**config.mk**
```make
export PLATFORM = sky130hd
export DESIGN_NAME = shift_ring_ctrl
export DESIGN_NICKNAME = d
export VERILOG_FILES = /design/src/rtl/shift_ring_ctrl.sv
export SDC_FILE = /design/constraint.sdc
export NUM_CORES = 1
export LEC_CHECK = 0
export BUFFER_PORTS_ARGS = -buffer_cell sky130_fd_sc_hd__buf_2
export CAP_MARGIN = 20
export CELL_PAD_IN_SITES_DETAIL_PLACEMENT = 2
export CELL_PAD_IN_SITES_GLOBAL_PLACEMENT = 2
export CORE_ASPECT_RATIO = 1.1
export CORE_UTILIZATION = 25
export CTS_BUF_LIST = sky130_fd_sc_hd__clkbuf_4
export DETAILED_ROUTE_END_ITERATION = 8
export HOLD_SLACK_MARGIN = 0.03
export PLACE_DENSITY = 0.59
export SYNTH_ARGS = -nofsm -noshare
export SYNTH_HDL_FRONTEND = slang
export SYNTH_SLANG_ARGS = --single-unit
```
**constraint.sdc**
```tcl
create_clock -name clk -period 5.6 [get_ports clk]
set_clock_uncertainty 0.2 [all_clocks]
set_input_delay 1.12 -clock clk [delete_from_list [all_inputs] [get_ports clk]]
set_output_delay 1.12 -clock clk [all_outputs]
set_load 0.05 [all_outputs]
```
**src/rtl/shift_ring_ctrl.sv**
```systemverilog
// Sequencer that uses an external DEPTH-stage serial shift register as a recirculating,
// bit-serial word memory: rotate to the requested word, then read, write or clear it.
module shift_ring_ctrl #(
   parameter int DEPTH = 1024,
   parameter int W     = 8,
   parameter int AW    = $clog2(DEPTH / W),
   parameter int PW    = $clog2(DEPTH)
) (
   input  logic          clk,
   input  logic          rst_n,
   input  logic          cmd_valid,
   output logic          cmd_ready,
   input  logic [1:0]    cmd_op,
   input  logic [AW-1:0] cmd_addr,
   input  logic [W-1:0]  cmd_wdata,
   output logic          rsp_valid,
   output logic [W-1:0]  rsp_rdata,
   output logic          rsp_err,
   output logic          busy,
   output logic [PW-1:0] phase,
   output logic          sr_shift,
   output logic          sr_din,
   input  logic          sr_dout
);

   localparam int NW = DEPTH / W;
   localparam int CW = PW + 1;
   localparam int IW = (W > 1) ? $clog2(W) : 1;

   localparam logic [1:0]    OP_READ  = 2'b00;
   localparam logic [1:0]    OP_WRITE = 2'b01;
   localparam logic [1:0]    OP_CLEAR = 2'b10;
   localparam logic [1:0]    OP_RSVD  = 2'b11;
   localparam logic [CW-1:0] CNT_WORD = CW'(W);
   localparam logic [CW-1:0] CNT_RING = CW'(DEPTH);
   localparam logic [CW-1:0] CNT_ONE  = CW'(1);
   localparam logic [PW-1:0] PH_ONE   = PW'(1);
   localparam logic [PW-1:0] PH_ZERO  = PW'(0);
   localparam logic [AW:0]   NW_LIMIT = (AW + 1)'(NW);

   typedef enum logic [1:0] {
      ST_IDLE = 2'b00,
      ST_SEEK = 2'b01,
      ST_XFER = 2'b10,
      ST_DONE = 2'b11
   } state_t;

   state_t        state_r, state_s;
   logic [PW-1:0] phase_r;
   logic [PW-1:0] target_r, target_s;
   logic [CW-1:0] cnt_r, cnt_s;
   logic [1:0]    op_r, op_s;
   logic [W-1:0]  wdata_r, wdata_s;
   logic [W-1:0]  rbuf_r, rbuf_s;
   logic [W-1:0]  rdata_r, rdata_s;
   logic          rsp_valid_r;
   logic          rsp_err_r;
   logic          err_s;
   logic [PW-1:0] cmd_target_s;
   logic [PW-1:0] dist_s;
   logic          addr_bad_s;
   logic [IW-1:0] bit_idx_s;

   assign cmd_target_s = PW'(cmd_addr) * PW'(W);
   assign dist_s       = cmd_target_s - phase_r;
   assign addr_bad_s   = ({1'b0, cmd_addr} >= NW_LIMIT);
   // Counter runs W..1, so W - cnt gives the bit position 0..W-1 in the word
   assign bit_idx_s    = IW'(CNT_WORD - cnt_r);

   assign cmd_ready = (state_r == ST_IDLE);
   assign busy      = (state_r != ST_IDLE);
   assign sr_shift  = (state_r == ST_SEEK) || (state_r == ST_XFER);
   assign phase     = phase_r;
   assign rsp_valid = rsp_valid_r;
   assign rsp_err   = rsp_err_r;
   assign rsp_rdata = rdata_r;

   // Serial input: recirculate unless a WRITE or CLEAR is overwriting the current bit
   always_comb begin
      sr_din = sr_dout;
      if ((state_r == ST_XFER) && (op_r == OP_WRITE)) begin
         sr_din = wdata_r[bit_idx_s];
      end else if ((state_r == ST_XFER) && (op_r == OP_CLEAR)) begin
         sr_din = 1'b0;
      end else begin
         sr_din = sr_dout;
      end
   end

   // Next-state and datapath update
   always_comb begin
      state_s  = state_r;
      target_s = target_r;
      cnt_s    = cnt_r;
      op_s     = op_r;
      wdata_s  = wdata_r;
      rbuf_s   = rbuf_r;
      rdata_s  = rdata_r;
      err_s    = 1'b0;
      case (state_r)
         ST_IDLE: begin
            if (cmd_valid) begin
               op_s     = cmd_op;
               target_s = cmd_target_s;
               wdata_s  = cmd_wdata;
               if ((cmd_op == OP_RSVD) || addr_bad_s) begin
                  err_s   = 1'b1;
                  state_s = ST_DONE;
               end else if (cmd_op == OP_CLEAR) begin
                  cnt_s   = CNT_RING;
                  state_s = ST_XFER;
               end else begin
                  cnt_s   = CNT_WORD;
                  state_s = (dist_s != PH_ZERO) ? ST_SEEK : ST_XFER;
               end
            end else begin
               state_s = ST_IDLE;
            end
         end
         ST_SEEK: begin
            if ((phase_r + PH_ONE) == target_r) begin
               state_s = ST_XFER;
            end else begin
               state_s = ST_SEEK;
            end
         end
         ST_XFER: begin
            if (op_r == OP_READ) begin
               rbuf_s[bit_idx_s] = sr_dout;
            end else begin
               rbuf_s = rbuf_r;
            end
            if (cnt_r == CNT_ONE) begin
               state_s = ST_DONE;
               if (op_r == OP_READ) begin
                  rdata_s = rbuf_s;
               end else begin
                  rdata_s = rdata_r;
               end
            end else begin
               cnt_s = cnt_r - CNT_ONE;
            end
         end
         ST_DONE: begin
            state_s = ST_IDLE;
         end
         default: begin
            state_s = ST_IDLE;
         end
      endcase
   end

   // State, phase and datapath registers
   always_ff @(posedge clk or negedge rst_n) begin
      if (!rst_n) begin
         state_r     <= ST_IDLE;
         phase_r     <= PH_ZERO;
         target_r    <= PH_ZERO;
         cnt_r       <= {CW{1'b0}};
         op_r        <= OP_READ;
         wdata_r     <= {W{1'b0}};
         rbuf_r      <= {W{1'b0}};
         rdata_r     <= {W{1'b0}};
         rsp_valid_r <= 1'b0;
         rsp_err_r   <= 1'b0;
      end else begin
         state_r     <= state_s;
         phase_r     <= sr_shift ? (phase_r + PH_ONE) : phase_r;
         target_r    <= target_s;
         cnt_r       <= cnt_s;
         op_r        <= op_s;
         wdata_r     <= wdata_s;
         rbuf_r      <= rbuf_s;
         rdata_r     <= rdata_s;
         rsp_valid_r <= (state_s == ST_DONE);
         rsp_err_r   <= err_s;
      end
   end

endmodule

```
### Word level (Yosys, flattened, before mapping)

Index checks and enable logic that the tools add are counted.

| storage, ports and cells | value |
|---|---|
| output and inout bits | 24 |
| bits in registers | 58 |
| word-level logic and storage cells | 64 |

| cells by class | value |
|---|---|
| equality and inequality tests | 13 |
| reductions and logical operators | 12 |
| mux-type cells | 23 |
| $add $sub $neg | 4 |
| $lt $le $gt $ge | 2 |

Operators with widths:

| kind | count |
|---|---|
| 2-to-1 mux 11 bit | 4 |
| one-hot mux 11 bit (2 select lines) | 1 |
| == test 2 bit (second input constant) | 6 |
| 2-to-1 mux 2 bit | 6 |
| == test 11 x 1 -> 1 bit (second input constant) | 1 |
| subtractor 11 x 1 -> 11 bit (second input constant) | 1 |
| adder 10 x 1 -> 10 bit (second input constant) | 1 |
| == test 10 bit | 1 |
| nonzero test 10 bit | 1 |
| subtractor 10 bit | 1 |
| bitwise mux 8 bit | 1 |
| 2-to-1 mux 8 bit | 1 |
| one-hot mux 2 bit (4 select lines) | 1 |
| 2-to-1 mux 1 bit | 7 |
| inequality test 2 bit (second input constant) | 3 |
| == test 2 x 1 -> 1 bit (second input constant) | 2 |
| logical NOT 2 bit | 2 |
| less-than comparator 3 x 4 -> 1 bit (second input constant) | 1 |
| AND reduction 4 bit | 1 |
| nonzero test 2 bit | 2 |
| binary-select mux 1 bit (select 3 bit) | 1 |
| demux 1 bit (select 3 bit) | 1 |
| greater-or-equal comparator 3 x 1 -> 1 bit (second input constant) | 1 |
| logical AND 1 bit | 3 |
| other kinds (4) | 4 |

### Longest topological paths before layout

Gate-level depths: netlist of the first run.

| depth | value |
|---|---|
| word-level depth | 8 |
| gate-level depth with buffers | 9 |

### Least setup slack after synthesis of the first run

Ideal clock, no wire load.

| timing path | value |
|---|---|
| path kind | reg-to-output |
| from | register cnt_r[0] |
| to | output sr_din |
| required time | 4280 ps |
| cell stages (with the launch flop) | 10 |
| path buffers | 1 |
| slack | 1342 ps |
| data arrival time | 2938 ps |
| cells stage by stage | dfrtp_1 clkbuf_1 inv_1 ha_1 xnor2_1 mux4_2 nand2_1 a21oi_1 mux2i_1 o21ai_0 |

| on the way | value |
|---|---|
| cells in the longest elaborated chain, start to end | 4 |

RTL lines:

| item | RTL line | source |
|---|---|---|
| from (decl) | 51 | `logic [CW-1:0] cnt_r, cnt_s;` |
| from (signal assigned) | 159 | `cnt_r <= {CW{1'b0}};` |
| from (signal assigned) | 170 | `cnt_r <= cnt_s;` |
| subtractor 1 x 3 -> 3 bit | 68 | `assign bit_idx_s = IW'(CNT_WORD - cnt_r);` |
| binary-select mux 1 bit (select 3 bit) | 82 | `sr_din = wdata_r[bit_idx_s];` |
| 2-to-1 mux 1 bit (implied by the code) | 82 |  |
| 2-to-1 mux 1 bit | 81 | `if ((state_r == ST_XFER) && (op_r == OP_WRITE)) begin` |
| to (decl) | 22 | `output logic sr_din,` |

No other way between the ends. The select of a mux whose other input is x is not followed.

### Worst setup path after layout of the first run

Ends and elaborated chain as after synthesis.

==> results of run 1 <==
critical path, cell delays in order (launching register included):
cell and delay [ns]:
dfrtp_1 0.59, inv_1 0.12, ha_1 0.29, xnor2_1 0.52, mux4_2 0.32, nand2_1 0.06
a21oi_1 0.17, mux2i_1 0.10, o21ai_0 0.16, buf_2 0.29
synthesized netlist by cell type, drive strengths merged (5+ instances only):
cell type and number:
inv 14, nand4 7, a21oi 19, o31ai 6, clkbuf 9, ha 13, mux2 24, xor2 10
buf 7, mux2i 11, xnor2 14, nand3 8, dfrtp 58, o21ai 22, and2 5, or3 7
nor2 38, nor4 6, nand2 34
where the power goes:
group | internal [mW] | total, mW | leakage, nW | switching, mW
sequential | 0.570 | 0.752 | 0.712 | 0.182
clock | 0.222 | 0.388 | 0.0948 | 0.166
combinational | 0.430 | 1.12 | 0.900 | 0.693
total | 1.22 | 2.26 | 1.71 | 1.04
layout make-up:
type / count / area (sq um) / share of cell area
tap: 184 / 230 / 0.0572
clock buffer: 9 / 67.6 / 0.0168
inverter: 15 / 56.3 / 0.0140
multi-input combinational: 266 / 1870 / 0.466
clock inverter: 7 / 108 / 0.0268
sequential: 58 / 1450 / 0.361
timing repair buffer: 46 / 235 / 0.0585
layer usage:
metal	up-vias	GRT usage
li1	1338	-
met1	1409	0.175
met2	30	0.266
met3	9	0.0175
met4	0	0.0596
met5	-	0
flip-flops by register name, summed over array words and instances, names as in the netlist, 2 cells and up:
register,cells
rsp_rdata,8
wdata_r,8
rbuf_r,8
cnt_r,11
op_r,2
phase,10
state_r,2
target_r,7
final timing paths:
check | from | endpoint | slack (ns) | cells after the start
max | cnt_r[0] | sr_din | 1.26 | 9
min | cnt_r[8] | cnt_r[8] | 0.31 | 2
max reg2reg | state_r[0] | cnt_r[7] | 2.66 | 6
min reg2reg | cnt_r[8] | cnt_r[8] | 0.31 | 2
max in group asynchronous | rst_n | rsp_rdata[3] | 4.00 | 2
min in group asynchronous | rst_n | cnt_r[8] | 0.68 | 2
cells by family (layout without fill, tap and decap cells):
logic type	count (synthesis)	in the layout	share of synthesized area
and+or+nand+nor	127	127	0.194
AOI/OAI and AO/OA	65	65	0.117
DFF	58	58	0.420
muxes	37	37	0.123
buffers and inverters	31	77	0.0391
xor gates and xnor gates	24	24	0.0608
adders and majority gates	13	13	0.0470
==> flow_summary.json, run 1 <==
{
  "via_per_inst": 4.76,
  "slew_viol_final": 0,
  "portBuffers": 44,
  "syn_area_sq_um": 3460,
  "cp.arrival_ns": 3.02,
  "p_per_area_nw_per_um2": 563,
  "grt_pass1_wl_mm": 16.3,
  "die_w_microns": 114,
  "worstSkewPairLatency_ns": 0.40,
  "place_ws_ns": 1.72,
  "ys_warn_count": 0,
  "placed_area_sq_um": 3850,
  "n_fill_cell": 1526,
  "area_growth_pct": 16.2,
  "cts.path.max_buffers": 2,
  "start_util": 0.259,
  "postCtsSetupBuffers": 0,
  "slew_headroom": 0.384,
  "syn_nets": 389,
  "top_layer_used": "met4",
  "cts_max_level": 3,
  "ios": 45,
  "dr_wl_met2_mm": 5.05,
  "cts.sinks": 58,
  "grt_pass1_vias": 3096,
  "p_leak_nw": 1.71,
  "ant_nets": 0,
  "drtIter0Drc": 70,
  "wl_met1_mm": 4.36,
  "synth_top_area_frac": 0.420,
  "post_synth_num_cell_types": 54,
  "startpoint_type": "flip-flop",
  "die_y_microns": 125,
  "grt_remaining_overflow": 0,
  "drc": 0,
  "cts_buffers": 9,
  "worst_setup_path_end_kind": "output port",
  "hold_viol_final": 0,
  "layout_commonest_cell": "dfrtp_1",
  "post-route-period-util": 0.775,
  "ys_dominant_reg_cell": "dfrtp_1",
  "final-instance-count-excl-fill": 585,
  "dp_cells": 569,
  "final.min_clock_period_ns": 4.34,
  "tns_ns": 0,
  "synth_area_leader_cell": "dfrtp_1",
  "most-common-layout-cells": "dfrtp_1, buf_2, nor2_1, nand2_1, mux2_2",
  "required_ns": 4.28,
  "fin_nets": 430,
  "die_area_sq_um": 14300,
  "design_area_sq_um": 4020,
  "antenna_found_initial": 0,
  "critPathKind": "flip-flop to output port",
  "rows": 44,
  "vias": 2786,
  "n_antenna_cell": 0,
  "wl_met3_microns": 131,
  "yosys-top-cells-area": "dfrtp_1, mux2_2, ha_1",
  "cts_resized": 0,
  "worst_slew_pin_slew_ns": 0.922,
  "rsz0062_at_grt": "no",
  "grt_max_degree": 59,
  "final_core_util": 0.301,
  "yosysSeqAreaShare": 0.420,
  "power_mw": 2.26,
  "status": "finished clean",
  "synth_seq_cells": 58,
  "avgSynthCellArea_sq_um": 9.75,
  "core_area_sq_um": 13400,
  "maxCapViolCount": 0,
  "cts_tree": "built",
  "root_buffer": "clkbuf_4",
  "drive_above_1_share": 0.237,
  "holdCritPathClass": "flip-flop to flip-flop",
  "fmax_mhz": 230,
  "setup_slack_ns": 1.26,
  "cts_hold_buf": 0,
  "gp_congestion": 0.751,
  "clk_pin_slew_ns": 0.11,
  "ir_worst_vdd_mv": 0.183,
  "dr.pass1.iters": 4,
  "grt_use_total": 0.147,
  "finalSetupViolCount": 0,
  "async_flop_share": 1.00,
  "drt_wl_total_mm": 9.69,
  "wire_per_inst_microns": 16.6,
  "post-dp-hpwl_mm": 7.24,
  "synth-edff-count": 0,
  "hold-worst-slack_ns": 0.310,
  "worstPathMaxFanout": 13,
  "netlist_instances": 355
}
(Power assumes the default switching activity.)
==> run 2, diff against run 1 <==
--- a/config.mk
+++ b/config.mk
@@ -14,7 +14,7 @@
 export CTS_BUF_LIST = sky130_fd_sc_hd__clkbuf_4
 export DETAILED_ROUTE_END_ITERATION = 8
 export HOLD_SLACK_MARGIN = 0.03
-export PLACE_DENSITY = 0.59
+export PLACE_DENSITY = 0.61
 export SYNTH_ARGS = -nofsm -noshare
 export SYNTH_HDL_FRONTEND = slang
 export SYNTH_SLANG_ARGS = --single-unit
==> constraint.sdc (replaced) <==
create_clock -name clk -period 3.9 [get_ports clk]
set_clock_uncertainty 0.2 [all_clocks]
set_input_delay 0.78 -clock clk [delete_from_list [all_inputs] [get_ports clk]]
set_output_delay 0.78 -clock clk [all_outputs]
set_load 0.05 [all_outputs]
==> flow_summary.json, run 2 (synthesis results as in run 1) <==
{
  "worst_slew_pin_slew_ns": 0.611,
  "dr.pass1.iters": 3,
  "layout_commonest_cell": "dfrtp_1",
  "portBuffers": 44,
  "start_util": 0.259,
  "area_growth_pct": 16.1,
  "grt_use_total": 0.149,
  "root_buffer": "clkbuf_4",
  "ios": 45,
  "gp_congestion": 0.755,
  "core_area_sq_um": 13400,
  "placed_area_sq_um": 3880,
  "final-instance-count-excl-fill": 590,
  "design_area_sq_um": 4020,
  "r2r_slack_ns": 1.02,
  "r2r_end": "state_r[0]",
  "crit_start": "cnt_r[1]",
  "vias": 2842,
  "rows": 44,
  "n_fill_cell": 1516,
  "cts.path.max_buffers": 2,
  "fmax_mhz": 286,
  "finalSetupViolCount": 0,
  "cp.depth": 9,
  "r2r_start": "phase[4]",
  "cts.sinks": 58,
  "antenna_found_initial": 2,
  "slew_viol_final": 0,
  "p_leak_nw": 1.71,
  "critPathSlowestCell": "dfrtp_1",
  "tns_ns": 0,
  "final.min_clock_period_ns": 3.50,
  "crit_end": "sr_din",
  "worst_setup_path_end_kind": "output port",
  "p_per_area_nw_per_um2": 785,
  "cp.arrival_ns": 2.52,
  "grt_pass1_vias": 3092,
  "ir_worst_vdd_mv": 0.215,
  "die_y_microns": 125,
  "slowest_delay_ns": 0.40,
  "critPathTopFamily": "flip-flops",
  "wire_per_inst_microns": 16.4,
  "maxCapViolCount": 0,
  "power_mw": 3.15,
  "die_area_sq_um": 14300,
  "drc": 0,
  "clk_pin_slew_ns": 0.10,
  "worstSkewPairLatency_ns": 0.44,
  "cts_max_level": 3,
  "required_ns": 2.92,
  "critPathKind": "flip-flop to output port",
  "hold-worst-slack_ns": 0.0892,
  "drt_wl_total_mm": 9.67,
  "drive_above_1_share": 0.248,
  "cts_buffers": 9,
  "startpoint_type": "flip-flop",
  "grt_pass1_wl_mm": 16.2,
  "drtIter0Drc": 68,
  "fin_nets": 434,
  "via_per_inst": 4.82,
  "holdCritPathClass": "input pin to asynchronous set/reset pin",
  "post-route-period-util": 0.898,
  "rsz0062_at_grt": "no",
  "worstPathMaxFanout": 7,
  "post-dp-hpwl_mm": 7.32,
  "worstRegToRegCells": 8,
  "crit_buf_inv": 2,
  "grt_max_degree": 41,
  "largest_reg_flops": 11,
  "cts_tree": "built",
  "dp_cells": 573,
  "worstPathCellList": "inv_1 > ha_1 > xnor2_2 > mux4_2 > nand2_1 > a21oi_1 > mux2i_1 > o21ai_1 > buf_2",
  "ant_nets": 0,
  "die_w_microns": 114,
  "slew_headroom": 0.591,
  "most-common-layout-cells": "dfrtp_1, buf_2, nor2_1, nand2_1, mux2_2",
  "top_register": "cnt_r",
  "hold_viol_final": 0,
  "status": "finished clean",
  "grt_remaining_overflow": 0
}
-- run 2: changes by cell type in the layout (fill, tap and decap cells not counted), moves of 2 or more --
cell / before / now
buf_4: 2 / 6
bufinv_16: 3 / 1
clkbuf_4: 9 / 11
diode_2: 0 / 2
-- run 2: cell type report --
| class | count | area, sq um | share of cell area |
|---|---|---|---|
| antenna | 2 | 5.00 | 0.00125 |
| clock buffer | 11 | 82.6 | 0.0206 |
| clock inverter | 4 | 43.8 | 0.0109 |
| inverter | 15 | 56.3 | 0.0140 |
| multi-input combinational | 266 | 1880 | 0.468 |
| sequential | 58 | 1450 | 0.361 |
| tap | 184 | 230 | 0.0573 |
| timing repair buffer | 50 | 265 | 0.0661 |
-- run 2: worst min-delay path by stage --
stage                        start         end  slack (ns)  cells after the start
final                        rst_n  state_r[0]        0.09                      1
after global routing         rst_n   rsp_valid        0.10                      1
after CTS                    rst_n  state_r[0]        0.06                      1
after detailed placement  cnt_r[8]    cnt_r[8]        0.29                      2
after global placement    cnt_r[8]    cnt_r[8]        0.28                      2
after floorplan           cnt_r[8]    cnt_r[8]        0.26                      2
-- run 2: per-layer routing --
metal,GRT usage,part of all wire,vias up
li1,-,-,1349
met2,0.247,0.50,46
met4,0.102,0.044,0
met1,0.172,0.42,1423
met3,0.0305,0.029,24
met5,0,0,-
-- run 2: through the flow --
step | utilization | worst slack (ns)
2_1_floorplan | - | 0.358
3_3_place_gp | 0.290 | 0.797
3_5_place_dp | 0.290 | 0.680
4_1_cts | 0.299 | 0.145
5_1_grt | 0.300 | 0.204
6_report | 0.300 | 0.399
-- run 2: report_power, final --
part           leakage, nW  internal, mW  switching (mW)
Sequential           0.712         0.819           0.234
Combinational        0.927         0.642            1.01
Clock               0.0741         0.202           0.243
-- run 2: worst register-to-register path: stages, from the launching register on --
cell and delay (ns):
dfrtp_1 0.54, inv_1 0.09, ha_1 0.37, and2_1 0.20
a311o_1 0.37, mux2i_1 0.13, a2111oi_0 0.36, nand4_1 0.20
a211o_1 0.32
-- run 2: timing repair --
| item | in CTS | in global routing |
|---|---|---|
| hold endpoints to repair | 0 | 0 |
| hold buffers | 0 | 0 |
| setup endpoints to repair | 0 | 1 |
| setup buffers | 0 | 0 |
| gates resized for setup | 0 | 1 |
